File: src/rtl/npc_pkg.sv
// Shared NPC constants: datapath widths, ALU one-hot bit positions and the reset PC.
package npc_pkg;
  localparam int XLEN     = 32;
  localparam int REG_AW   = 5;
  localparam int NREG     = 32;
  localparam int ALU_OP_W = 8;

  localparam int ALU_ADD_BIT  = 0;
  localparam int ALU_SUB_BIT  = 1;
  localparam int ALU_AND_BIT  = 2;
  localparam int ALU_OR_BIT   = 3;
  localparam int ALU_XOR_BIT  = 4;
  localparam int ALU_SLT_BIT  = 5;
  localparam int ALU_SLTU_BIT = 6;
  localparam int ALU_SLL_BIT  = 7;

  localparam logic [XLEN-1:0] RESET_PC = 32'h8000_0000;
endpackage

File: src/rtl/decoder3_8_oh.sv
// 3-to-8 one-hot decoder; exactly one output bit is set for every select value.
module decoder3_8_oh (
  input  logic [2:0] i_sel,
  output logic [7:0] o_onehot
);
  assign o_onehot = 8'd1 << i_sel;
endmodule

File: src/rtl/exec_regfile_alu.sv
// Execute-stage core: 2R/1W register file with hard-wired x0, one-hot ALU and funct3 decoder.
module exec_regfile_alu
  import npc_pkg::*;
#(
  parameter int XLEN     = npc_pkg::XLEN,
  parameter int NREG     = npc_pkg::NREG,
  parameter int ALU_OP_W = npc_pkg::ALU_OP_W
) (
  input  logic                     clk,
  input  logic                     reset,
  input  logic                     wen,
  input  logic [REG_AW-1:0]        waddr,
  input  logic [XLEN-1:0]          wdata,
  input  logic [REG_AW-1:0]        raddr1,
  output logic [XLEN-1:0]          rdata1,
  input  logic [REG_AW-1:0]        raddr2,
  output logic [XLEN-1:0]          rdata2,
  input  logic [XLEN-1:0]          src1,
  input  logic [XLEN-1:0]          src2,
  input  logic [ALU_OP_W-1:0]      alu_op,
  output logic [XLEN-1:0]          alu_result,
  input  logic [2:0]               funct3,
  output logic [7:0]               funct3_d
);
  localparam int SHAMT_W = $clog2(XLEN);

  logic [XLEN-1:0] r_regs [NREG];

  always_ff @(posedge clk or negedge reset) begin
    if (!reset) begin
      for (int i = 0; i < NREG; i++) r_regs[i] <= '0;
    end else if (wen && (waddr != '0)) begin
      r_regs[waddr] <= wdata;
    end
  end

  // Reads are unbypassed: a same-cycle write becomes visible only after the edge.
  assign rdata1 = (raddr1 == '0) ? '0 : r_regs[raddr1];
  assign rdata2 = (raddr2 == '0) ? '0 : r_regs[raddr2];

  logic signed [XLEN-1:0] w_src1_s;
  logic signed [XLEN-1:0] w_src2_s;
  logic                   w_lt_s;
  logic                   w_lt_u;
  logic [XLEN-1:0]        w_res [ALU_OP_W];

  assign w_src1_s = src1;
  assign w_src2_s = src2;
  assign w_lt_s   = w_src1_s < w_src2_s;
  assign w_lt_u   = src1 < src2;

  always_comb begin
    for (int i = 0; i < ALU_OP_W; i++) w_res[i] = '0;
    w_res[ALU_ADD_BIT]  = src1 + src2;
    w_res[ALU_SUB_BIT]  = src1 - src2;
    w_res[ALU_AND_BIT]  = src1 & src2;
    w_res[ALU_OR_BIT]   = src1 | src2;
    w_res[ALU_XOR_BIT]  = src1 ^ src2;
    w_res[ALU_SLT_BIT]  = {{(XLEN-1){1'b0}}, w_lt_s};
    w_res[ALU_SLTU_BIT] = {{(XLEN-1){1'b0}}, w_lt_u};
    w_res[ALU_SLL_BIT]  = src1 << src2[SHAMT_W-1:0];
  end

  // AND-OR select: no op gives 0, an illegal multi-hot op ORs the chosen results.
  always_comb begin
    alu_result = '0;
    for (int i = 0; i < ALU_OP_W; i++)
      alu_result = alu_result | ({XLEN{alu_op[i]}} & w_res[i]);
  end

  decoder3_8_oh u_funct3_dec (
    .i_sel    (funct3),
    .o_onehot (funct3_d)
  );
endmodule

File: config.mk
export PLATFORM = sky130hd
export DESIGN_NAME = exec_regfile_alu
export DESIGN_NICKNAME = d
export VERILOG_FILES = /design/src/rtl/npc_pkg.sv /design/src/rtl/decoder3_8_oh.sv /design/src/rtl/exec_regfile_alu.sv
export SDC_FILE = /design/constraint.sdc
export NUM_CORES = 2
export LEC_CHECK = 0
export CORE_MARGIN = 2
export CORE_UTILIZATION = 40
export CTS_BUF_LIST = sky130_fd_sc_hd__clkbuf_8
export DETAILED_ROUTE_END_ITERATION = 7
export PLACE_DENSITY_LB_ADDON = 0.08
export SYNTH_ARGS = -nofsm -noshare
export SYNTH_HDL_FRONTEND = slang
export SYNTH_SLANG_ARGS = --single-unit
File: constraint.sdc
create_clock -name clk -period 7.5 [get_ports clk]
set_input_delay 1.875 -clock clk [delete_from_list [all_inputs] [get_ports clk]]
set_output_delay 1.875 -clock clk [all_outputs]
set_load 0.02 [all_outputs]
# Yosys cells after proc, flatten, opt, wreduce, memory -nomap -nowiden
# Cells that the tools add are included.
# totals
ff_bits	1024
out_inout_bits	104
# op_classes
add_sub_neg	2
n_lt_le_gt_ge	6
n_shift	2
n_mux	11
bitwise_logic	21
reduce_logical	5
# op_table
op	count
bitwise mux 1024 bit	1
binary-select mux 32 bit (select 5 bit)	2
OR 32 bit	8
AND 32 bit	7
two-way mux 32 bit	7
demux 32 bit (select 5 bit)	1
AND 32 x 1 -> 32 bit	2
less-than comparator 32 bit	2
adder 32 bit	1
<< shifter 32 x 5 -> 32 bit	1
subtractor 32 bit	1
bitwise XOR 32 bit	1
>= comparator 6 bit, second input constant	3
NOT 5 -> 6 bit	3
logical NOT 5 bit	2
<< shifter 1 x 3 -> 8 bit, first input constant	1
less-than comparator 6 x 1 -> 1 bit, second input constant	1
nonzero test 5 bit	1
logical AND 1 bit	2

# Logic depth before layout (Yosys ltp)
# logic_depth
ltp_word	9
mapped_depth	15

# Cells and area by module
# From an unflattened synthesis, not the netlist that was laid out.
# unflattened
hier_cells	4218
area_unflattened_um2	60663.2
# modules_own_cells
mod	n_inst	cells_each	area_each_um2	seq_area_each_um2
exec_regfile_alu	1	4210	60598.1	25624.6
decoder3_8_oh	1	8	65.1	0.0

# Worst setup path before layout
# Ideal clock, no wire load.
# synth_path
path_type	input -> output
startpoint	in src2[2]
endpoint	out alu_result[30]
t_arrival_ns	5.273
required_ns	5.625
path_slack_ns	0.352
stages	15
n_path_buf	4
cell_sequence	clkbuf_1 inv_1 buf_1 buf_1 ha_1 buf_2 nor2b_1 o2111ai_1 a21oi_1 o21ai_2 a211oi_2 o41a_1 and4_4 or4_1 a211o_1
# synth_via
elab_chain_cells	9
elab_cells_between_ends	13
# synth_lines
element	line	text
start, declared	exec_regfile_alu.sv:19	input logic [XLEN-1:0] src2,
adder 32 bit or subtractor 32 bit (tied branches)	exec_regfile_alu.sv:54, exec_regfile_alu.sv:55	
AND 32 bit	exec_regfile_alu.sv:68	alu_result = alu_result | ({XLEN{alu_op[i]}} & w_res[i]);
OR 32 bit (6 in a row)	exec_regfile_alu.sv:68	
OR 32 bit (*)	exec_regfile_alu.sv:68	
end, declared	exec_regfile_alu.sv:21	output logic [XLEN-1:0] alu_result,
# Mark *: on every way between the ends. The rest lies on a longest branch, timed or not.

# Final worst setup path
# layout_path
startpoint	in src1[12]
endpoint	out alu_result[27]
# layout_via
elab_chain_cells	9
elab_cells_between_ends	13
# layout_lines
element	line	text
start, declared	exec_regfile_alu.sv:18	input logic [XLEN-1:0] src1,
adder 32 bit or subtractor 32 bit (tied branches)	exec_regfile_alu.sv:54, exec_regfile_alu.sv:55	
AND 32 bit	exec_regfile_alu.sv:68	
OR 32 bit (6 in a row)	exec_regfile_alu.sv:68	
OR 32 bit (*)	exec_regfile_alu.sv:68	
# Marked as above.

==> flow_summary.toml <==
[drt]
wl_per_cell_um = 30.9
routed_wl_mm = 213
ant_nets = 0
firstDrtPassIters = 5
drc = 0
drtIter0Drc = 3925
vias = 41964
viasPerCell = 6.09

[yosys]
ys.flop_type = "dfrtp_1"
synth-seq-cells = 1024
syn_inst = 4425
synth_cell_type_count = 87
synth-async-reset-ratio_pct = 100
yosysTopAreaCellShare_pct = 42.3
avgSynthCellArea_um2 = 13.7
synth-seq-area-share_pct = 42.3
yosysWarnings = 0
synth_area_leaders = "dfrtp_1, mux4_2, mux2_2"
yosysMostFrequentCell = "mux2_2"
synth_area_leader_cell = "dfrtp_1"
syn_nets = 4650
synth_edf_count = 0
synthTopCellsByCount = "mux2_2, dfrtp_1, mux4_2"
syn-cell-area_mm2 = 0.0606

[clock_network]
cts_root_buf = "clkbuf_8"
numCtsBuffers = 182
clock_latency_ps = 890
path_clk_slew_ps = 60
clk_path_buf_depth = 3
clock_sinks = 1024
cts_tree = "yes"
cts_max_level = 4

[layout]
drive_gt1_share_pct = 47.5
n_fill_cell = 13378
regArea_mm2 = 0.0256
num-nets-final = 4964
multi_input_area_mm2 = 0.0332
area_delta_synth_final_pct = 17.0
design_area_mm2 = 0.0709
largest_register_ffs = 1024
reg_top3 = "r_regs (1024)"
largest_register = "r_regs"

[sta]
final.period_utilization_pct = 99.7
finClkSkew_ps = 0
max-slew-margin-rel_pct = 12.9
post-route-min-period_ps = 7470
fmax_mhz = 134
slew_viol_final = 0
final.setup.tns_ps = 0
setup_viol = 0
worstMarginPinSlew_ps = 1310
postLayoutSetupSlackWorst_ps = 25.9
rsz0062_at_grt = "yes"
finalHoldViolations = 0

[global_routing]
antenna_found_initial = 11
grt_usage_pct = 27.4
grt_pass1_wl_mm = 312
grt_max_degree = 170
overflow = 0
grt_pass1_vias = 43607

[placed_design]
io_buffers = 228
place_hpwl_mm = 130
postPlaceCellArea_mm2 = 0.0671
pre_cts_slack_ps = -373
gp_congestion = 0.929

[critical_path]
crit_path_end_kind = "primary output"
reg2regPathDepth = 1
required_ps = 5620
arrival_ps = 5600
crit_type = "in -> out"
crit_fanout = 5
startpoint_type = "input pin"

[die]
die_w_um = 393
start_util_pct = 40.4
core_mm2 = 0.150
fp.dieArea_mm2 = 0.155
ios = 229
rows = 142
die_y_um = 393

[pwr]
ir_drop_uv = 142
p_per_area_mw_per_mm2 = 240
p_leak_uw = 0.0309

[min_path]
min_path_cells = 0
min_path_type = "reg -> reg"

[flow_run]
maxCapViolCount = 0

[outcome]
status = "completed"
-- metal layers --
layer | share of wire, % | GRT usage [%] | up-vias
met2 | 47 | 43.0 | 1409
met3 | 6.0 | 4.83 | 330
met5 | 0.037 | 0 | -
li1 | - | - | 17695
met1 | 44 | 38.9 | 22518
met4 | 2.9 | 8.34 | 12
-- critical path, stage by stage --
cell and delay [ps]:
clkdlybuf4s50_1 630, inv_1 140, ha_1 380, a21oi_1 350
nor2b_1 100, nor2_1 210, o32ai_1 120, a311oi_2 370
o31ai_1 130, buf_4 180, o22ai_1 150, nor2_1 50
o21ai_0 240, clkdlybuf4s50_1 660
-- cells in the final DEF, fill, tap and decap left out, drive strengths merged, types with 10 or more instances in the layout --
cell and count:
a211oi 37, nand2 122, nor4 10, o21bai 14, dlymetal6s2s 12, xnor2 10, o211ai 27, o21ai 91
clkinv 18, o22ai 54, nand2b 24, a21oi 114, nor2b 18, mux2i 166, a211o 10, nor2 166
nor3 29, a21o 14, clkbuf 236, and2 11, buf 381, a221oi 41, nand3 22, dfrtp 1024
ha 98, clkdlybuf4s50 189, mux4 554, mux2 1033, o221ai 32, dlygate4sd2 11, o21a 10, inv 156
-- metrics by stage --
stage / hold WS, ps / power [uW] / utilization, % / instances
6_report: 394 / 17000 / 47.2 / 6888
5_1_grt: 406 / 17900 / 47.2 / 6886
4_1_cts: 399 / 17200 / 47.2 / 6885
3_5_place_dp: 383 / 11800 / 44.7 / 6570
3_3_place_gp: 380 / 11700 / 44.7 / 6570
2_1_floorplan: 441 / 10200 / - / 4425
-- cell type report --
type	instances	area share, %
Multi-Input combinational cell	2837	46.8
Sequential cell	1024	36.1
Timing Repair Buffer	595	7.77
Clock buffer	236	4.58
Tap cell	2016	3.56
Clock inverter	78	0.589
Inverter	99	0.524
Antenna cell	3	0.0106
-- final timing paths --
| check | start | to | slack [ps] |
|---|---|---|---|
| max in group asynchronous | reset | r_regs[786] | 4980 |
| worst max-delay path | src1[12] | alu_result[27] | 30 |
| worst min-delay path | r_regs[1007] | r_regs[1007] | 390 |
| worst max register to register | r_regs[963] | r_regs[963] | 6700 |
| worst min register to register | r_regs[1007] | r_regs[1007] | 390 |
| min in group asynchronous | reset | r_regs[384] | 1020 |
-- cell families (layout without fill, tap and decap cells) --
kind of cell,after synthesis,in the layout,synth area share [%]
fa+ha+maj,100,100,2.09
flops,1024,1024,42.3
other cells,0,3,0
simple gates,448,448,3.40
xor+xnor,13,13,0.188
compound gates,523,523,5.96
mux,1753,1753,42.5
buf+inv,564,1008,3.59
-- report_power, final --
group | leakage (uW) | switching [uW] | internal, uW | total [uW]
Clock | 0.00210 | 2450 | 2840 | 5290
Combinational | 0.0157 | 1870 | 2550 | 4420
Sequential | 0.0131 | 731 | 6580 | 7310
Total | 0.0309 | 5050 | 12000 | 17000
-- timing repair --
item,4_1_cts,5_1_grt
pin swaps,1,5
setup buffers,1,0
resized for setup,26,35
hold buffers,0,0
setup endpoints to repair,19,16
(Power assumes the default switching activity.)
